--- src/rtl/fetch_unit.sv ---
// rv32i instruction fetch stage: owns the PC, issues one imem read at a time,
// forwards returned instructions to decode and reports misaligned/bus-error faults.
module fetch_unit #(
   parameter int unsigned     XLEN     = 32,
   parameter int unsigned     ILEN     = 32,
   parameter logic [XLEN-1:0] RESET_PC = '0
) (
   input  logic            clk,
   input  logic            rstn,
   input  logic            i_fetch_en,
   input  logic            i_redirect,
   input  logic [XLEN-1:0] i_redirect_pc,
   output logic            o_imem_req,
   output logic [XLEN-1:0] o_imem_addr,
   input  logic            i_imem_gnt,
   input  logic            i_imem_rvalid,
   input  logic [ILEN-1:0] i_imem_rdata,
   input  logic            i_imem_err,
   output logic [ILEN-1:0] o_instruction,
   output logic [XLEN-1:0] o_pc,
   output logic            o_decode_en,
   output logic            o_busy,
   output logic            o_fault,
   output logic [1:0]      o_fault_cause
);

   localparam int unsigned        CAUSE_W        = 2;
   localparam logic [CAUSE_W-1:0] CAUSE_NONE     = CAUSE_W'(0);
   localparam logic [CAUSE_W-1:0] CAUSE_MISALIGN = CAUSE_W'(1);
   localparam logic [CAUSE_W-1:0] CAUSE_BUS_ERR  = CAUSE_W'(2);
   localparam logic [XLEN-1:0]    PC_STEP        = XLEN'(4);

   typedef enum logic [1:0] {
      ST_IDLE = 2'b00,
      ST_REQ  = 2'b01,
      ST_WAIT = 2'b10
   } state_t;

   state_t               state_q, state_d;
   logic [XLEN-1:0]      pc_q, pc_d;
   logic [XLEN-1:0]      pc_req_q, pc_req_d;
   logic                 kill_q, kill_d;
   logic [ILEN-1:0]      instr_q, instr_d;
   logic [XLEN-1:0]      pc_out_q, pc_out_d;
   logic                 decode_q, decode_d;
   logic                 fault_q, fault_d;
   logic [CAUSE_W-1:0]   cause_q, cause_d;

   // State and datapath registers
   always_ff @(posedge clk) begin
      if (!rstn) begin
         state_q  <= ST_IDLE;
         pc_q     <= RESET_PC;
         pc_req_q <= RESET_PC;
         kill_q   <= 1'b0;
         instr_q  <= '0;
         pc_out_q <= '0;
         decode_q <= 1'b0;
         fault_q  <= 1'b0;
         cause_q  <= CAUSE_NONE;
      end else begin
         state_q  <= state_d;
         pc_q     <= pc_d;
         pc_req_q <= pc_req_d;
         kill_q   <= kill_d;
         instr_q  <= instr_d;
         pc_out_q <= pc_out_d;
         decode_q <= decode_d;
         fault_q  <= fault_d;
         cause_q  <= cause_d;
      end
   end

   // Next-state and next-value logic
   always_comb begin
      state_d  = state_q;
      pc_d     = pc_q;
      pc_req_d = pc_req_q;
      kill_d   = kill_q;
      instr_d  = instr_q;
      pc_out_d = pc_out_q;
      decode_d = 1'b0;
      fault_d  = 1'b0;
      cause_d  = cause_q;

      unique case (state_q)
         ST_IDLE: begin
            if (i_fetch_en) begin
               if (pc_q[1:0] != 2'b00) begin
                  fault_d = 1'b1;
                  cause_d = CAUSE_MISALIGN;
               end else begin
                  pc_req_d = pc_q;
                  state_d  = ST_REQ;
               end
            end
         end
         ST_REQ: begin
            if (i_imem_gnt) begin
               state_d = ST_WAIT;
            end
         end
         ST_WAIT: begin
            if (i_imem_rvalid) begin
               state_d = ST_IDLE;
               // A pending or coincident redirect makes this response stale
               if (kill_q || i_redirect) begin
                  kill_d = 1'b0;
               end else if (i_imem_err) begin
                  fault_d = 1'b1;
                  cause_d = CAUSE_BUS_ERR;
               end else begin
                  instr_d  = i_imem_rdata;
                  pc_out_d = pc_req_q;
                  decode_d = 1'b1;
                  pc_d     = pc_req_q + PC_STEP;
               end
            end
         end
         default: begin
            state_d = ST_IDLE;
         end
      endcase

      // Redirect always owns the PC; the in-flight request still completes but is dropped
      if (i_redirect) begin
         pc_d = i_redirect_pc;
         if ((state_q == ST_REQ) || ((state_q == ST_WAIT) && !i_imem_rvalid)) begin
            kill_d = 1'b1;
         end
      end
   end

   assign o_imem_req    = (state_q == ST_REQ);
   assign o_imem_addr   = pc_req_q;
   assign o_busy        = (state_q != ST_IDLE);
   assign o_instruction = instr_q;
   assign o_pc          = pc_out_q;
   assign o_decode_en   = decode_q;
   assign o_fault       = fault_q;
   assign o_fault_cause = cause_q;

   // Bus protocol sanity
   a_addr_stable: assert property (@(posedge clk) disable iff (!rstn)
      (o_imem_req && !i_imem_gnt) |=> (o_imem_req && $stable(o_imem_addr)));
   a_pulse_excl: assert property (@(posedge clk) disable iff (!rstn)
      !(o_decode_en && o_fault));

endmodule

--- config.mk ---
export PLATFORM = sky130hd
export DESIGN_NAME = fetch_unit
export DESIGN_NICKNAME = d
export VERILOG_FILES = /design/src/rtl/fetch_unit.sv
export SDC_FILE = /design/constraint.sdc
export NUM_CORES = 1
export LEC_CHECK = 0
export BUFFER_PORTS_ARGS = -buffer_cell sky130_fd_sc_hd__buf_2
export CORE_UTILIZATION = 40
export CTS_CLUSTER_DIAMETER = 40
export DETAILED_ROUTE_END_ITERATION = 16
export PLACE_DENSITY_LB_ADDON = 0.3
export SYNTH_ARGS = -nofsm -noshare
export SYNTH_HDL_FRONTEND = slang
export SYNTH_SLANG_ARGS = --single-unit
--- constraint.sdc ---
create_clock -name clk -period 1.95 [get_ports clk]
set_input_delay 0.195 -clock clk [delete_from_list [all_inputs] [get_ports clk]]
set_output_delay 0.195 -clock clk [all_outputs]
set_load 0.05 [all_outputs]
==> flow_summary.toml, run 1 <==
[yosys]
synth_top_area_cell = "dfxtp_1"
synth-seq-cells = 135
syn_nets = 772
synth-async-reset-ratio_pct = 0
avgSynthCellArea_sq_um = 7.970
synth-main-ff-cell = "dfxtp_1"
synthTopCellsByArea = "dfxtp_1 48%, nand2_1 14%, a21oi_1 10%"
yosys.area.top_type_share_pct = 48.44
yosysMostFrequentCell = "nand2_1"
synth_edf_count = 0
synth_cell_types = 49
synth.cell_area_sq_um = 5579
syn_inst = 700
ys_seq_area_share_pct = 48.44
synth-warning-count = 0
yosys-top-cells-count = "214 x nand2_1, 135 x dfxtp_1, 117 x a21oi_1"

[finish]
n_antenna_cell = 0
final_util_pct = 55.66
fillerInstances = 1263
nNetsFinal = 958
area_growth_syn_to_layout_pct = 33.68
drive_gt1_share_pct = 29.18

[worst_hold_path]
hold_end = "o_instruction[21]"
hold_class = "in2reg"
hp-start = "i_imem_rdata[21]"
holdPathStages = 3

[detailed_routing]
post_drt_wl_per_cell_um = 14.30
post-route-drc-count = 0
first_iter_violations = 263
routed-via-count = 5462
first_pass_iters = 4
vias_per_cell = 5.086
wl_um = 15350
ant_nets = 0

[place]
dp_hpwl_um = 10400
port_buffers = 172
routabilityCongestion = 0.7885

[cts]
cts.sinks = 135
cts_tree = "done"
cts_root_buffer = "clkbuf_16"
cts-buffers-inserted = 17
ctsHtreeMaxLevel = 4
cts_hold_buf = 5
insertion_delay_ns = 0.42
clk_path_buf_depth = 2
clk_pin_slew_worst_paths_ns = 0.06
cts_resized = 0
cts_setup_buffers = 0

[worst_setup_path]
endpoint_kind = "flop"
critical_path_class = "reg2reg"
path_max_fanout = 8
worst-path-buf-inv = 0
cp.required_ns = 2.26
crit_chain = "and3_1 -> nand4_4 -> nor3_1 -> nor2_1 -> a221o_1"
cp.arrival_ns = 2.13
r2r_setup_slack_ns = 0.12
slowest_delay_ns = 0.44
cp_slowest_cell = "and3_1"
reg2reg_depth = 5
cp-start-kind = "flop"
cp_top_family = "simple AND/OR/NAND/NOR gates"
r2r_start = "o_imem_addr[8]"
reg2reg_to = "pc_q[26]"

[timing]
setup_viol = 0
min_period_ns = 1.825
rsz0062_at_grt = "no"
finalHoldViolations = 0
maxSlewViolCount = 0
min_period_over_period_pct = 93.60
tightest_slew_ns = 0.4055
max_freq_mhz = 547.9
worst_slew_margin_rel_pct = 72.97
fin_tns_setup_ns = 0
fin_skew_ns = 0.005274

[floorplan]
row_count = 42
core_sq_um = 13400
die_h_um = 120.1
dieArea_sq_um = 14420
pin_count = 173
start_util_pct = 41.63
die_w_um = 120.1

[power]
p_leak_uw = 0.003103
power_uw = 6670
vdd_ir_drop_max_uv = 531.9
p_per_area_nw_per_um2 = 894.4

[grt]
grt_use_total_pct = 21.82
antenna_found_initial = 0
grt_overflow = 0
grt_max_degree = 58
grt_pass1_wl_um = 24620
grt_pass1_vias = 5031

[job]
drv_cap = 0

[run_status]
status = "finished clean"
==> where the power goes <==
group	switching (uW)	leakage, uW	internal, uW
clock	1160	0.000286	2060
combinational	361	0.00172	216
sequential	44.7	0.00110	2830
==> through the flow <==
stage | hold WS [ns] | setup slack [ns] | instances | instance area [sq um]
after global routing | 0.009108 | 0.03144 | 1074 | 7458
final | 0.01661 | 0.1249 | 1074 | 7458
after detailed placement | 0.4287 | 0.1577 | 1038 | 6819
after floorplan | 0.3234 | 0.02290 | 700 | 5582
after CTS | 0.001136 | 0.1439 | 1074 | 7458
after global placement | 0.4290 | 0.1842 | 1038 | 6819
==> worst min-delay path, stage by stage <==
cell     delay, ns
buf_2         0.09
nand2_1       0.04
a21oi_1       0.05
==> cell type report <==
| type | count | area (sq um) | area share [%] |
|---|---|---|---|
| multi-input combinational | 508 | 2630 | 35.26 |
| inverter | 7 | 27.53 | 0.3691 |
| timing repair buffer | 217 | 1286 | 17.25 |
| tap | 176 | 220.2 | 2.953 |
| clock buffer | 22 | 464.2 | 6.224 |
| sequential | 135 | 2705 | 36.27 |
| clock inverter | 9 | 125.1 | 1.678 |
==> state kept, by name, indices dropped and copies added, names as in the netlist <==
name and flops:
kill_q 1, o_decode_en 1, o_fault 1, o_fault_cause 2, o_imem_addr 32, o_instruction 32, o_pc 32, pc_q 32
state_q 2
==> routing by layer <==
layer  global-route usage (%)  vias up  part of all wire [%]
met5                        0        -                     0
met4                    8.359        0                   1.5
met3                    4.943       22                   6.0
met2                    35.49      184                    45
met1                    27.97     2529                    47
li1                         -     2727                     -
==> worst max-delay path by stage <==
stage,start,cells after the start,slack (ns),end
global route,o_imem_addr[8],5,0.03,pc_q[26]
global placement,o_imem_addr[2],6,0.18,pc_q[26]
CTS,o_imem_addr[2],6,0.14,pc_q[26]
finish,o_imem_addr[8],5,0.12,pc_q[26]
floorplan,o_imem_addr[9],6,0.02,pc_q[26]
detailed placement,state_q[1],5,0.16,o_instruction[2]
==> cell families (layout without fill, tap and decap cells) <==
group / Yosys count / count (layout) / synth area share, %
buf+inv: 57 / 255 / 4.485
simple gates: 316 / 316 / 25.99
mux: 7 / 7 / 1.346
compound gates: 161 / 161 / 15.90
fa+ha+maj: 1 / 1 / 0.2242
flops: 135 / 135 / 48.44
xor+xnor: 23 / 23 / 3.611
==> cells in the final DEF, fill, tap and decap left out, drive strengths merged, types with 3 or more instances in the layout <==
master       count
nand2          214
o21ai           12
clkinv           5
o21a             3
o311ai           3
a21oi          117
nand3           17
mux2             4
bufinv           3
nand4            4
nor3            13
mux2i            3
nor4             3
o31ai            3
dfxtp          135
xor2             5
inv              6
nor3b           11
or3              4
nor2            27
dlygate4sd3      5
nand2b           4
a211oi           5
clkbuf          22
xnor2           18
o22ai            9
and3            10
buf            212
(Power assumes the default switching activity.)
==> inputs of run 2 (changes only) <==
==> constraint.sdc (replaced) <==
create_clock -name clk -period 1.95 [get_ports clk]
set_input_delay 0.2925 -clock clk [delete_from_list [all_inputs] [get_ports clk]]
set_output_delay 0.2925 -clock clk [all_outputs]
set_load 0.05 [all_outputs]
==> flow_summary.toml, run 2 (synthesis gave the netlist of run 1 again) <==
[cts]
cts.sinks = 135
cts-buffers-inserted = 17
cts_tree = "done"
ctsHtreeMaxLevel = 4
clk_path_buf_depth = 2
cts_hold_buf = 0
cts_resized = 0
insertion_delay_ns = 0.42
cts_root_buffer = "clkbuf_16"
cts_setup_buffers = 0
clk_pin_slew_worst_paths_ns = 0.06

[power]
vdd_ir_drop_max_uv = 600.1
p_leak_uw = 0.003065
p_per_area_nw_per_um2 = 888.1

[finish]
nNetsFinal = 952
drive_gt1_share_pct = 29.37
final_area_sq_um = 7373
mostFrequentLayoutCells = "214 x nand2_1, 172 x buf_2, 133 x dfxtp_1"
stdcell_count = 1068
n_antenna_cell = 0
area_growth_syn_to_layout_pct = 32.16
final_common_cell = "nand2_1"
fillerInstances = 1288
regArea_sq_um = 2705
multi_input_area_sq_um = 2630

[worst_setup_path]
cp_slowest_cell = "and3_1"
r2r_setup_slack_ns = 0.10
reg2reg_to = "pc_q[26]"
r2r_start = "o_imem_addr[8]"
slowest_delay_ns = 0.44
cp-start-kind = "flop"
cp-endpoint = "pc_q[26]"
path_max_fanout = 8
reg2reg_depth = 5
crit_start = "o_imem_addr[8]"
cp.arrival_ns = 2.15
endpoint_kind = "flop"
cp.required_ns = 2.26
cp_top_family = "simple AND/OR/NAND/NOR gates"
worst-path-buf-inv = 0
critical_path_class = "reg2reg"
crit_chain = "and3_1 -> nand4_4 -> nor3_1 -> nor2_1 -> a221o_1"
cp.depth = 5

[floorplan]
pin_count = 173
dieArea_sq_um = 14420
die_w_um = 120.1
core_sq_um = 13400
row_count = 42
start_util_pct = 41.63
die_h_um = 120.1

[timing]
worst_slew_margin_rel_pct = 69.08
whs_ns = 0.1028
min_period_over_period_pct = 94.74
fin_skew_ns = 0.004807
maxSlewViolCount = 0
setup_viol = 0
fin_tns_setup_ns = 0
rsz0062_at_grt = "no"
fin_ws_ns = 0.1026
max_freq_mhz = 541.3
min_period_ns = 1.847
finalHoldViolations = 0
tightest_slew_ns = 0.4638

[run_status]
status = "finished clean"

[detailed_routing]
wl_um = 15690
post-route-drc-count = 0
first_iter_violations = 350
ant_nets = 0
post_drt_wl_per_cell_um = 14.69
first_pass_iters = 5
routed-via-count = 5429
vias_per_cell = 5.083

[place]
routabilityCongestion = 0.8068
dp_hpwl_um = 10500
pre_cts_ws_ns = 0.1204
post_dp_cell_area_sq_um = 6799
dp_cells = 1037
port_buffers = 172

[grt]
grt_pass1_wl_um = 25320
antenna_found_initial = 0
grt_max_degree = 51
grt_overflow = 0
grt_use_total_pct = 22.28
grt_pass1_vias = 5100

[worst_hold_path]
hold_class = "in2reg"

[job]
drv_cap = 0
## run 2: changes by cell type in the layout (fill, tap and decap cells not counted), sizes merged
cell         delta
dlygate4sd3     -5
clkinv          +1
buf             -1
bufinv          -1
## run 2: final cells by class
cell class	instances	share of cell area [%]
Clock inverter	9	1.358
Tap cell	176	2.987
Clock buffer	22	6.431
Sequential cell	135	36.69
Multi-Input combinational cell	508	35.67
Inverter	7	0.3733
Timing Repair Buffer	211	16.49
## run 2: worst min-delay path by stage
stage | from | endpoint | cells after the start | slack [ns]
6_report | i_redirect_pc[6] | pc_q[6] | 3 | 0.10
5_1_grt | i_redirect_pc[6] | pc_q[6] | 3 | 0.11
4_1_cts | i_redirect_pc[6] | pc_q[6] | 3 | 0.08
3_5_place_dp | pc_q[19] | o_imem_addr[19] | 2 | 0.44
3_3_place_gp | pc_q[3] | o_imem_addr[3] | 2 | 0.43
2_1_floorplan | rstn | o_decode_en | 2 | 0.42
## run 2: through the flow
stage / util (%) / total power, uW
6_report: 55.02 / 6548
5_1_grt: 55.02 / 6775
3_5_place_dp: 50.74 / 3490
2_1_floorplan: - / 3268
3_3_place_gp: 50.74 / 3488
4_1_cts: 55.02 / 6620
## run 2: where the power goes
group / total [uW] / switching [uW] / leakage [uW] / internal, uW
sequential: 2880 / 45.8 / 0.00110 / 2830
clock: 3110 / 1150 / 0.000282 / 1960
combinational: 558 / 358 / 0.00169 / 200
## run 2: routing by layer
metal,global-route usage [%],vias up,routed length [um]
met1,28.92,2521,7249
met3,5.466,13,1069
met5,0,-,0
met2,35.78,182,7153
li1,-,2713,-
met4,7.891,0,213
## run 2: worst register-to-register path, cell delays in order (launching register included)
cell and delay [ns]:
dfxtp_1 0.43, and3_1 0.44, nand4_4 0.22, nor3_1 0.31
nor2_1 0.08, a221o_1 0.25
